<file path="config.mk">
export PLATFORM = sky130hd
export DESIGN_NAME = blink_pulse_gen
export DESIGN_NICKNAME = d
export VERILOG_FILES = /design/src/rtl/blink_pulse_gen_pkg.sv /design/src/rtl/blink_pulse_gen_sat_counter.sv /design/src/rtl/blink_pulse_gen.sv
export SDC_FILE = /design/constraint.sdc
export NUM_CORES = 1
export LEC_CHECK = 0
export ABC_AREA = 1
export CAP_MARGIN = 20
export CORE_AREA = 2 2 39 41
export DETAILED_ROUTE_END_ITERATION = 8
export DIE_AREA = 0 0 41 43
export PLACE_DENSITY = 0.75
export SYNTH_ARGS = -nofsm -noshare
export SYNTH_HDL_FRONTEND = slang
export SYNTH_SLANG_ARGS = --single-unit
</file>
<file path="constraint.sdc">
create_clock -name clk_4Hz -period 3 [get_ports clk_4Hz]
set_clock_uncertainty 0.05 [all_clocks]
set_input_delay 0.6 -clock clk_4Hz [delete_from_list [all_inputs] [get_ports clk_4Hz]]
set_output_delay 0.6 -clock clk_4Hz [all_outputs]
set_load 0.005 [all_outputs]
</file>
<file path="src/rtl/blink_pulse_gen_pkg.sv">
// rtl/blink_pulse_gen_pkg.sv - shared state encoding and timer sizing for blink_pulse_gen
package blink_pulse_gen_pkg;

   localparam logic [1:0] ST_IDLE = 2'd0;
   localparam logic [1:0] ST_ON   = 2'd1;
   localparam logic [1:0] ST_OFF  = 2'd2;

   // Timer only ever holds phase_length-1, so clog2 of the longer phase is enough.
   function automatic int timer_w(input int on_cycles, input int off_cycles);
      int longest;
      longest = (on_cycles > off_cycles) ? on_cycles : off_cycles;
      return ($clog2(longest) < 1) ? 1 : $clog2(longest);
   endfunction

endpackage

</file>
<file path="src/rtl/blink_pulse_gen_sat_counter.sv">
// rtl/blink_pulse_gen_sat_counter.sv - saturating up/down pending-event counter
// drop strobes when an increment hits a full counter with no offsetting decrement.
module sat_counter
   import blink_pulse_gen_pkg::*;
#(
   parameter int W = 4
) (
   input  logic         clk,
   input  logic         rst,
   input  logic         inc,
   input  logic         dec,
   output logic [W-1:0] count,
   output logic         drop
);

   localparam logic [W-1:0] MAX = '1;

   assign drop = inc & ~dec & (count == MAX);

   always_ff @(posedge clk) begin
      if (rst) begin
         count <= '0;
      end else if (inc && !dec && count != MAX) begin
         count <= count + W'(1);
      end else if (dec && !inc && count != '0) begin
         count <= count - W'(1);
      end
   end

endmodule

</file>
<file path="src/rtl/blink_pulse_gen.sv">
// rtl/blink_pulse_gen.sv - turns one-cycle event strobes into ON/OFF blinks, queueing overlaps
// one blink per event; events during a blink wait in a saturating counter.
module blink_pulse_gen
   import blink_pulse_gen_pkg::*;
#(
   parameter int ON_CYCLES  = 2,
   parameter int OFF_CYCLES = 2,
   parameter int CNT_W      = 4
) (
   input  logic             clk_4Hz,
   input  logic             rst,
   input  logic             event_in,
   input  logic             clr_overflow,
   output logic             blink_out,
   output logic             busy,
   output logic [CNT_W-1:0] pending,
   output logic             overflow
);

   localparam int TW = timer_w(ON_CYCLES, OFF_CYCLES);
   localparam logic [TW-1:0] ON_LOAD  = TW'(ON_CYCLES - 1);
   localparam logic [TW-1:0] OFF_LOAD = TW'(OFF_CYCLES - 1);

   logic [1:0]    state;
   logic [TW-1:0] timer;
   logic          has_pending;
   logic          launch;
   logic          cnt_inc;
   logic          cnt_dec;
   logic          drop;

   assign has_pending = (pending != '0);
   assign launch = (event_in | has_pending) &
                   ((state == ST_IDLE) | ((state == ST_OFF) & (timer == '0)));

   // A launch with an empty queue consumes event_in directly instead of counting it.
   assign cnt_dec = launch & has_pending;
   assign cnt_inc = event_in & ~(launch & ~has_pending);

   sat_counter #(.W(CNT_W)) u_pending (
      .clk   (clk_4Hz),
      .rst   (rst),
      .inc   (cnt_inc),
      .dec   (cnt_dec),
      .count (pending),
      .drop  (drop)
   );

   assign busy = (state != ST_IDLE);

   always_ff @(posedge clk_4Hz) begin
      if (rst) begin
         state     <= ST_IDLE;
         timer     <= '0;
         blink_out <= 1'b0;
         overflow  <= 1'b0;
      end else begin
         if (drop) begin
            overflow <= 1'b1;
         end else if (clr_overflow) begin
            overflow <= 1'b0;
         end

         if (launch) begin
            state     <= ST_ON;
            timer     <= ON_LOAD;
            blink_out <= 1'b1;
         end else begin
            case (state)
               ST_IDLE: ;
               ST_ON: begin
                  if (timer != '0) begin
                     timer <= timer - TW'(1);
                  end else begin
                     state     <= ST_OFF;
                     timer     <= OFF_LOAD;
                     blink_out <= 1'b0;
                  end
               end
               ST_OFF: begin
                  if (timer != '0) begin
                     timer <= timer - TW'(1);
                  end else begin
                     state <= ST_IDLE;
                  end
               end
               default: begin
                  state     <= ST_IDLE;
                  blink_out <= 1'b0;
               end
            endcase
         end
      end
   end

endmodule

</file>
-- Word-level counts from Yosys, hierarchy flattened
Index checks and enable logic that the tools add are counted.
- flip-flop bits (word level): 9
- output and inout port bits: 7
- multiplexer cells: 15
- bitwise gates (word level): 14
- $add $sub $neg: 3
- reduce and logical (&&, ||, !) cells: 17
- eq/ne operators: 10
- operators with widths (cell ; number):
    $mux W1 ; 8
    $mux W4 ; 2
    $and A1 B1 Y1 ; 7
    $ne A2 B2 Y1 const B ; 3
    $ne A3 B3 Y1 const B ; 2
    $pmux W2 S3 ; 1
    $reduce_and A3 Y1 ; 2
    $reduce_bool A2 Y1 ; 3
    $not A1 Y1 ; 5
    $add A4 B1 Y4 const B ; 1
    $eq A4 B4 Y1 const B ; 1
    $logic_and A1 B1 Y1 ; 4
    $mux W2 ; 2
    $ne A4 B4 Y1 const B ; 1
    $pmux W1 S2 ; 2
    $reduce_bool A4 Y1 ; 1
    $reduce_or A2 Y1 ; 2
    $sub A4 B1 Y4 const B ; 1
    $reduce_bool A3 Y1 ; 1
    $eq A2 B1 Y1 const B ; 1
    $eq A2 B2 Y1 const B ; 1
    $logic_not A1 Y1 ; 2
    $logic_not A2 Y1 ; 1
    $ne A2 B1 Y1 const B ; 1
    other kinds (3) ; 4

-- Longest topological paths before layout
Gate-level depths: netlist of the first run.
- word-level depth: 12
- mapped depth: 13
- mapped depth without buffers: 13

-- Modules after synthesis
From an unflattened synthesis of the first run, not the netlist that was laid out.
- cells, all modules: 82
- area, all modules: 551.8 um2
- modules (own cells, without submodules) (module ; instances ; area each (um2) ; cells each):
    sat_counter ; 1 ; 326.6 ; 47
    blink_pulse_gen ; 1 ; 225.2 ; 35

-- Worst setup path after synthesis of the first run
Ideal clock, no wire load.
- kind: reg2reg
- from: reg u_pending.count[0]
- to: reg u_pending.count[3]
- path slack: 1257 ps
- period minus slack after synthesis: 1743 ps
- library setup time: 110 ps
- data arrival time: 1583 ps
- buffers on the path: 0
- stages on the path, launching flop included: 14
- data required time: 2840 ps
- cells stage by stage: dfxtp_1 nand2_1 inv_1 nand2_1 nand3_4 ha_1 nand2_1 nand2_1 nor2_1 nand3_1 nand3_2 nand2_1 inv_1 nor2_1
- word-level cells in the longest chain between the ends: 10
- elaborated cells on any way between the ends: 20
- classes of those cells: add/sub (2); eq/ne (1); mux (2); bitwise (7); reduce/logical (8)
- RTL lines (item ; RTL line ; RTL):
    start: declaration ; blink_pulse_gen_sat_counter.sv:12 ; output logic [W-1:0] count,
    start signal: assignment ; blink_pulse_gen_sat_counter.sv:24 ; count <= count + W'(1);
    start signal: assignment ; blink_pulse_gen_sat_counter.sv:26 ; count <= count - W'(1);
    $reduce_bool A4 Y1 ; blink_pulse_gen_sat_counter.sv:25, blink_pulse_gen.sv:32 ;
    $or A1 B1 Y1 ; blink_pulse_gen.sv:33 ; assign launch = (event_in | has_pending) &
    $and A1 B1 Y1 ; blink_pulse_gen.sv:33 ;
    $and A1 B1 Y1 ; blink_pulse_gen.sv:38 ; assign cnt_inc = event_in & ~(launch & ~has_pending);
    $not A1 Y1 ; blink_pulse_gen.sv:38 ;
    $and A1 B1 Y1 ; blink_pulse_gen.sv:38 ;
    $logic_not A1 Y1 ; blink_pulse_gen_sat_counter.sv:25 ; end else if (dec && !inc && count != '0) begin
    $logic_and A1 B1 Y1 (2 in series) ; blink_pulse_gen_sat_counter.sv:25 ;
    $reduce_bool A2 Y1 (no source line) ; -- ;
Several ways; a longest one is shown, not always the timed one. The select of a mux whose other input is x is not followed.
A chain may end at the register's enable or synchronous reset.

-- Final worst setup path of the first run
- from: in event_in
- to: reg u_pending.count[3]
- word-level cells in the longest chain between the ends: 9
- elaborated cells on any way between the ends: 14
- classes of those cells: mux (1); bitwise (6); reduce/logical (7)
- RTL lines (item ; RTL line ; RTL):
    start: declaration ; blink_pulse_gen.sv:12 ; input logic event_in,
    $or A1 B1 Y1 ; blink_pulse_gen.sv:33 ;
    $and A1 B1 Y1 ; blink_pulse_gen.sv:33 ;
    $and A1 B1 Y1 ; blink_pulse_gen.sv:38 ;
    $not A1 Y1 ; blink_pulse_gen.sv:38 ;
    $and A1 B1 Y1 ; blink_pulse_gen.sv:38 ;
    $logic_not A1 Y1 ; blink_pulse_gen_sat_counter.sv:25 ;
    $logic_and A1 B1 Y1 (2 in series) ; blink_pulse_gen_sat_counter.sv:25 ;
    $reduce_bool A2 Y1 (no source line) ; -- ;
Several ways; a longest one is shown, not always the timed one.

==> run_results.csv, run 1 <==
group,metric,value,unit
cts,cts_tree,"built",
placement,place.gp.congestion,0.8312,
detailed_routing,vias_per_cell,4.879,
cells_and_area,antennaDiodeCount,0,
detailed_routing,route.detailed.drc,0,
global_route,grt_pass1_wl,1683,um
yosys,ys_ff_latch,9,
cts,clock_latency,0.25,ns
yosys,ys_seq_area_frac,0.3236,
cts,clk_pin_slew_worst_paths,0.06,ns
yosys,synth_top_area_share,0.3236,
worst_setup_path,critPathCaptureType,"register",
yosys,syn-mean-instance-area,7.231,um^2
timing,setup_tns,0,ns
die,die_h,43,um
cells_and_area,n_fill_cell,147,
detailed_routing,final_antenna_net_count,0,
die,coreArea,1384,um^2
die,dieArea,1763,um^2
yosys,yosysWarnings,0,
yosys,synth_area,556.8,um^2
timing,rsz0062_at_grt,"no",
timing,worst_pin_slew,0.3528,ns
yosys,syn_nets,84,
global_route,grt_pass1_vias,420,
min_path,hold_class,"register to register",
cts,cts_buffer_depth,2,
power,vdd_ir_drop_max,0.5019,mV
die,io_pins,11,
detailed_routing,dr.pass1.iters,4,
cts,cts_hold_buf,0,
die,initial_core_util,0.4024,
global_route,grt_max_degree,9,
global_route,track_usage,0.1456,
timing,slew_headroom,0.7623,
detailed_routing,drtIter0Drc,16,
power,power,0.0007498,W
worst_setup_path,critPathLaunchType,"input pin",
timing,slew_viol_final,0,
timing,period_minus_slack,2.156,ns
worst_setup_path,required,3.10,ns
detailed_routing,wl_per_cell,10.72,um
power,leakage,0.3169,nW
global_route,overflow,0,
run_status,status,"finished clean",
timing,fmax,0.4638,GHz
yosys,synth_cells,77,
cells_and_area,nNetsFinal,99,
worst_setup_path,cp_data_arrival_time,2.26,ns
cts,htreeDepth,1,
cts,post_cts_buffers,0,
cells_and_area,layout-drive-gt1-share,0.1099,
detailed_routing,drt-total-wl,1147,um
cts,cts_buffers,3,
job,drv_cap,0,
power,p_per_area,1066,nW/um^2
cells_and_area,area_growth_syn_to_layout,26.29,%
worst_setup_path,path_class,"input pin to register",
yosys,synth.distinct_cells,18,
global_route,antenna_found_initial,0,
cts,cts_resized,0,
timing,setup_violations,0,
die,row_count,14,
timing,post-route-period-util,0.7187,
yosys,yosys.area.top_type,"dfxtp_1",
yosys,yosys-top-cells-area,"dfxtp_1 32%, inv_1 9.4%, nor2_1 8.1%",
worst_setup_path,cp_max_fo,7,
placement,portBuffers,10,
cts,root_buffer,"clkbuf_4",
placement,dp_hpwl,897.3,um
cts,clock_sinks,9,
timing,finalHoldViolations,0,
detailed_routing,num_vias,522,
die,dieWidth,41,um
[cells by family (layout without fill, tap and decap cells)]
group                      Yosys count  in the layout  synth area share
DFF                                  9              9            0.3236
buffers and inverters               14             28           0.09438
xor gates and xnor gates             1              1           0.01573
adders and majority gates            3              3           0.08089
and+or+nand+nor                     36             36            0.3416
AOI/OAI and AO/OA                   14             14            0.1438
[cell usage after synthesis]
cell type / number
inv_1: 14
nor2_1: 12
nand2_1: 11
dfxtp_1: 9
a21oi_1: 6
nand3_1: 6
o21ai_0: 6
ha_1: 2
nand3_2: 2
a211oi_1: 1
a211oi_2: 1
fa_1: 1
nand2_4: 1
nand3_4: 1
nand3b_1: 1
nor2_2: 1
nor2_4: 1
xnor2_1: 1
[area by class of cell]
type | instances | area (um^2) | share of cell area
Clock buffer | 4 | 26.28 | 0.03737
Inverter | 14 | 52.55 | 0.07473
Multi-Input combinational cell | 54 | 324.1 | 0.4609
Sequential cell | 9 | 180.2 | 0.2562
Tap cell | 16 | 20.02 | 0.02847
Timing Repair Buffer | 10 | 100.1 | 0.1423
[state kept, by name (all words and copies together) (netlist names)]
name             count
u_pending.count      4
state                2
timer                1
overflow             1
blink_out            1
[layout by cell type (no fill, tap or decap), drive strengths merged]
| cell | synthesis | routed |
|---|---|---|
| inv | 14 | 14 |
| a21oi | 6 | 6 |
| nand3 | 9 | 9 |
| clkdlybuf4s50 | 0 | 10 |
| dfxtp | 9 | 9 |
| fa | 1 | 1 |
| ha | 2 | 2 |
| a211oi | 2 | 2 |
| o21ai | 6 | 6 |
| nand3b | 1 | 1 |
| nand2 | 12 | 12 |
| nor2 | 14 | 14 |
| clkbuf | 0 | 4 |
| xnor2 | 1 | 1 |
[final timing paths]
check	slack [ns]	cells after the start	startpoint	to
worst max-delay path	0.84	11	event_in	u_pending.count[3]
worst min-delay path	0.42	2	overflow	overflow
worst max register to register	1.05	13	u_pending.count[0]	u_pending.count[3]
worst min register to register	0.42	2	overflow	overflow
[metal layers]
metal / global-route usage / routed length [um]
met3: 0.09948 / 69
met5: 0 / 0
met4: 0.02000 / 0
met2: 0.2375 / 582
met1: 0.1513 / 495
[power by group]
group	leakage [nW]	internal [W]	switching, W
Combinational	0.227	0.000198	0.000229
Sequential	0.0745	0.000167	0.0000647
Clock	0.0150	0.0000511	0.0000401
Total	0.317	0.000416	0.000334
[through the flow]
step	instances	setup slack (ns)	area, um^2	hold slack (ns)	utilization
5_1_grt	107	0.7002	703.2	0.4557	0.5081
2_1_floorplan	77	1.257	556.8	0.4036	-
3_5_place_dp	103	0.5843	676.9	0.4151	0.4892
6_report	107	0.8438	703.2	0.4203	0.5081
3_3_place_gp	103	0.6297	676.9	0.4060	0.4892
4_1_cts	107	0.8480	703.2	0.4241	0.5081
[worst max-delay path, stage by stage]
cell,delay [ns]
clkdlybuf4s50_1,0.54
nand3_4,0.15
ha_1,0.35
nand2_1,0.10
nand2_1,0.05
nor2_1,0.12
nand3_1,0.13
nand3_2,0.10
nand2_1,0.05
inv_1,0.04
nor2_1,0.03
(Power assumes the default switching activity.)
==> inputs of run 2 (changes only) <==
PLACE_DENSITY = 0.77   (was 0.75)
clock period = 1.9 ns   (was 3 ns; I/O delays follow)
==> run 2 against run 1 <==
Effect of this change:
- wire length grew 2.1%
- utilization grew 4.8 points
- design area grew 9.4%
- sequential cell count is the same
- critical path depth is the same
- non-clock buffer count grew 7
- highest routed layer is now met4
==> run_results.csv, run 2 (synthesized netlist as in run 1, its figures left out) <==
group,metric,value,unit
cells_and_area,largestRegisters,"u_pending.count (4), state (2)",
cells_and_area,area_growth_syn_to_layout,38.20,%
power,power,0.001288,W
cts,clk_pin_slew_worst_paths,0.06,ns
power,internal_power,0.0007384,W
worst_setup_path,r2r-start,"u_pending.count[2]",
global_route,track_usage,0.1694,
cells_and_area,final_common_cell,"inv_1",
cts,post_cts_buffers,0,
detailed_routing,drtIter0Drc,10,
worst_setup_path,rr_worst_depth,13,
global_route,grt_pass1_vias,535,
cts,root_buffer,"clkbuf_4",
global_route,overflow,0,
detailed_routing,vias_per_cell,5.061,
cts,cts_tree,"built",
global_route,antenna_found_initial,0,
worst_setup_path,r2r_end,"u_pending.count[3]",
power,p_switching,0.0005498,W
min_path,holdPathStages,2,
die,die_h,43,um
power,power_frac_seq,0.258,
placement,dp_hpwl,901.4,um
cts,htreeDepth,1,
detailed_routing,final_antenna_net_count,0,
run_status,status,"finished clean",
global_route,grt_pass1_wl,2083,um
cts,clock_sinks,9,
power,p_comb_frac,0.629,
min_path,min_to,"overflow",
global_route,grt_max_degree,8,
worst_setup_path,cp_max_fo,4,
timing,worst_pin_slew,0.2969,ns
placement,place.gp.congestion,0.8244,
timing,post-route-period-util,0.9336,
job,drv_cap,0,
detailed_routing,wl_per_cell,10.27,um
timing,slew_viol_final,0,
detailed_routing,route.detailed.drc,0,
min_path,hold_class,"register to register",
cells_and_area,antennaDiodeCount,0,
detailed_routing,drt-total-wl,1171,um
cts,clock_latency,0.26,ns
power,leakage,0.3513,nW
timing,rsz0062_at_grt,"no",
die,dieWidth,41,um
cts,cts_hold_buf,0,
cells_and_area,layout_common_cells,"14 x inv_1, 12 x nor2_1, 11 x nand2_1, 10 x clkdlybuf4s50_1, 8 x dfxtp_1",
cells_and_area,regMostFlops,"u_pending.count",
die,dieArea,1763,um^2
global_route,grt_busiest_layer,"met2",
detailed_routing,num_vias,577,
min_path,hp-start,"overflow",
placement,portBuffers,10,
die,io_pins,11,
global_route,met3_usage,0.06283,
worst_setup_path,critPathCaptureType,"register",
power,p_per_area,1674,nW/um^2
worst_setup_path,critPathLaunchType,"input pin",
timing,fmax,0.5637,GHz
power,p_clk_frac,0.113,
global_route,met2_usage,0.2750,
cts,cts_buffers,3,
cts,cts_buffer_depth,2,
die,coreArea,1384,um^2
timing,slew_headroom,0.8000,
die,row_count,14,
timing,period_minus_slack,1.774,ns
timing,setup_violations,0,
power,p_sw_frac,0.4268,
cells_and_area,largest_reg_flops,4,
power,vdd_ir_drop_max,0.7783,mV
timing,holdWs,0.4210,ns
cells_and_area,layout-drive-gt1-share,0.1939,
worst_setup_path,regToRegSetupSlack,0.15,ns
cells_and_area,n_fill_cell,137,
global_route,met1_usage,0.2052,
worst_setup_path,required,2.01,ns
worst_setup_path,path_class,"input pin to register",
die,initial_core_util,0.4024,
cells_and_area,nNetsFinal,106,
timing,finalHoldViolations,0,
worst_setup_path,cp_data_arrival_time,1.88,ns
detailed_routing,dr.pass1.iters,4,
run 2: cell types whose count changed in the layout (fill, tap and decap cells not counted), sizes merged:
cell | before | now
buf | 0 | 7
run 2: how the worst max path moves through the flow:
stage / slack, ns / start / end
6_report: 0.13 / event_in / u_pending.count[3]
4_1_cts: 0.06 / event_in / u_pending.count[3]
2_1_floorplan: 0.16 / u_pending.count[0] / u_pending.count[3]
5_1_grt: 0.02 / u_pending.count[2] / u_pending.count[3]
3_5_place_dp: -0.21 / event_in / u_pending.count[3]
3_3_place_gp: -0.18 / event_in / u_pending.count[3]
run 2: metal layers:
layer / up-vias / routed length (um)
li1: 290 / -
met1: 262 / 482
met2: 21 / 595
met3: 4 / 81
met4: 0 / 11
met5: - / 0
run 2: repair_timing:
action	CTS	global route
hold endpoints to repair	0	0
gates resized for setup	0	3
endpoints found under the setup margin	0	1
run 2: power groups by stage:
| stage | Sequential (W) | Combinational [W] | Clock (W) |
|---|---|---|---|
| floorplan | 0.000353 | 0.000471 | 0 |
| global placement | 0.000326 | 0.000764 | 0 |
| detailed placement | 0.000330 | 0.000789 | 0 |
| CTS | 0.000325 | 0.000794 | 0.000153 |
| global route | 0.000343 | 0.000922 | 0.000163 |
| finish | 0.000332 | 0.000811 | 0.000146 |
run 2: worst max-delay path, cell delays in order:
cell and delay, ns:
clkdlybuf4s50_1 0.53, nand3_4 0.12, ha_1 0.31, nand2_1 0.06, nor2_1 0.04, nor2_1 0.09, nand3_1 0.13, nand3_2 0.10
nand2_1 0.05, inv_1 0.04, nor2_1 0.03
run 2: area by class of cell:
cell class	count	area, um^2	share of cell area
sequential	9	181.4	0.2358
tap	16	20.02	0.02602
timing repair buffer	17	152.6	0.1984
clock buffer	4	26.28	0.03415
multi-input combinational	54	336.6	0.4374
inverter	14	52.55	0.06829
run 2: stage by stage:
stage               std cells  cell area, um^2  TNS, ns  utilization  setup slack [ns]
floorplan                  77            556.8        0            -            0.1569
global placement          110            729.5  -0.3119       0.5271           -0.1831
finish                    114            769.5        0       0.5561            0.1261
global route              114            769.5        0       0.5561           0.02027
CTS                       114            755.7        0       0.5461           0.05849
detailed placement        110            729.5  -0.3673       0.5271           -0.2069
==> inputs of run 3 (changes only) <==
GPL_TIMING_DRIVEN = 0   (was not set)
==> run 3 against run 2 <==
Effect of this change:
- die area did not move
- sequential share of layout area up 1.5 points
- clock power rose by 5%
- non-clock buffer count decreased by 5
- cell count fell by 4.4%
- largest power group unchanged
- critical path depth increased by 2
- global-route usage shrank 1.8 points
==> run_results.csv, run 3 (synthesized netlist as in run 1, its figures left out) <==
group,metric,value,unit
cts,root_buffer,"clkbuf_4",
detailed_routing,dr.pass1.iters,4,
die,initial_core_util,0.4024,
placement,dpl_cell_area,676.9,um^2
detailed_routing,final_antenna_net_count,0,
cells_and_area,seqCellArea,185.2,um^2
detailed_routing,wl_per_cell,10.80,um
timing,finalHoldViolations,0,
cts,cts_hold_buf,0,
cells_and_area,n_fill_cell,134,
cells_and_area,layout_common_cells,"14 x inv_1, 12 x nor2_1, 11 x nand2_1, 9 x clkdlybuf4s50_1",
die,coreArea,1384,um^2
global_route,grt_pass1_vias,451,
power,vdd_ir_drop_max,0.6857,mV
cts,cts_buffers,3,
worst_setup_path,critPathCaptureType,"register",
cells_and_area,final_cell_area,738.2,um^2
timing,fmax,0.5706,GHz
placement,dp_hpwl,866.9,um
cells_and_area,largestRegisters,"u_pending.count (4), state (2)",
worst_setup_path,cp_data_arrival_time,1.88,ns
cells_and_area,final_common_cell,"inv_1",
detailed_routing,drt-total-wl,1177,um
cells_and_area,antennaDiodeCount,0,
die,dieArea,1763,um^2
global_route,track_usage,0.1512,
worst_setup_path,path_class,"register to register",
worst_setup_path,cp_max_fo,5,
detailed_routing,drtIter0Drc,5,
cells_and_area,regMostFlops,"u_pending.count",
cts,clk_pin_slew_worst_paths,0.07,ns
power,leakage,0.3365,nW
global_route,grt_max_degree,9,
cells_and_area,fin_util,0.5335,
cells_and_area,largest_reg_flops,4,
timing,slew_viol_final,0,
worst_setup_path,required,2.02,ns
placement,place.gp.congestion,0.8192,
cells_and_area,layout-drive-gt1-share,0.1828,
worst_setup_path,critPathLaunchType,"register",
run_status,status,"finished clean",
timing,setup_violations,0,
power,power,0.001251,W
detailed_routing,vias_per_cell,5.055,
cts,cts_buffer_depth,2,
min_path,hold_class,"register to register",
placement,portBuffers,10,
cts,cts_tree,"built",
power,p_per_area,1695,nW/um^2
global_route,antenna_found_initial,0,
cells_and_area,area_growth_syn_to_layout,32.58,%
die,dieWidth,41,um
detailed_routing,num_vias,551,
cells_and_area,nNetsFinal,101,
detailed_routing,route.detailed.drc,0,
cts,clock_latency,0.27,ns
cells_and_area,multiInputGateArea,336.6,um^2
timing,slew_headroom,0.8031,
worst_setup_path,regToRegSetupSlack,0.15,ns
global_route,overflow,0,
global_route,grt_pass1_wl,1773,um
timing,worst_pin_slew,0.2923,ns
cts,clock_sinks,9,
timing,post-route-period-util,0.9224,
die,row_count,14,
cts,htreeDepth,1,
job,drv_cap,0,
timing,period_minus_slack,1.753,ns
die,die_h,43,um
die,io_pins,11,
==> run 3: cell count changes in the layout (fill, tap and decap cells not counted) <==
cell | before | now
buf_4 | 7 | 2
dlymetal6s2s_1 | 0 | 1
clkdlybuf4s50_1 | 10 | 9
dfxtp_1 | 8 | 5
dfxtp_2 | 1 | 4
==> run 3: path summary, 6_finish.rpt <==
kind | from | end | cells after the start
worst max register to register | u_pending.count[2] | u_pending.count[3] | 13
worst min-delay path | overflow | overflow | 2
worst min register to register | overflow | overflow | 2
worst max-delay path | u_pending.count[2] | u_pending.count[3] | 13
==> run 3: power breakdown <==
group / switching (W) / total, W / internal (W)
sequential: 0.000108 / 0.000379 / 0.000272
clock: 0.0000725 / 0.000154 / 0.0000811
combinational: 0.000369 / 0.000718 / 0.000350
total: 0.000549 / 0.00125 / 0.000703
==> run 3: area by class of cell <==
class                      count  area share
multi-input combinational     54      0.4559
sequential                     9      0.2508
timing repair buffer          12      0.1593
inverter                      14     0.07119
clock buffer                   4     0.03559
tap                           16     0.02712
==> run 3: layer usage <==
layer	up-vias	global-route usage	wire, um
met3	3	0.03141	35
met1	251	0.1694	521
met4	0	0.08000	23
li1	283	-	-
met2	14	0.2500	596
met5	-	0	0
==> run 3: through the flow <==
step,setup TNS [ns],hold WS [ns],setup slack [ns],instances
after floorplan,0,0.3991,0.1569,77
after global placement,-0.3169,0.4079,-0.2714,103
after detailed placement,-0.3627,0.4203,-0.3074,103
after CTS,0,0.4298,0.01119,107
after global routing,-0.01857,0.4519,-0.01857,109
final,0,0.4201,0.1475,109
==> run 3: worst max-delay path: stages, from the launching register on <==
cell     delay (ns)
dfxtp_2        0.36
nand2_1        0.08
inv_1          0.05
nand2_1        0.13
nand3_4        0.11
ha_1           0.31
nand2_1        0.06
nor2_1         0.04
nor2_1         0.11
nand3_1        0.13
nand3_2        0.09
nand2_1        0.05
inv_1          0.05
nor2_1         0.04
==> run 3: repair_timing <==
action                                  CTS  global route
endpoints found under the hold margin     0             0
resized for setup                         2             5
pin swaps                                 0             1
setup buffers                             0             2
endpoints found under the setup margin    1             1
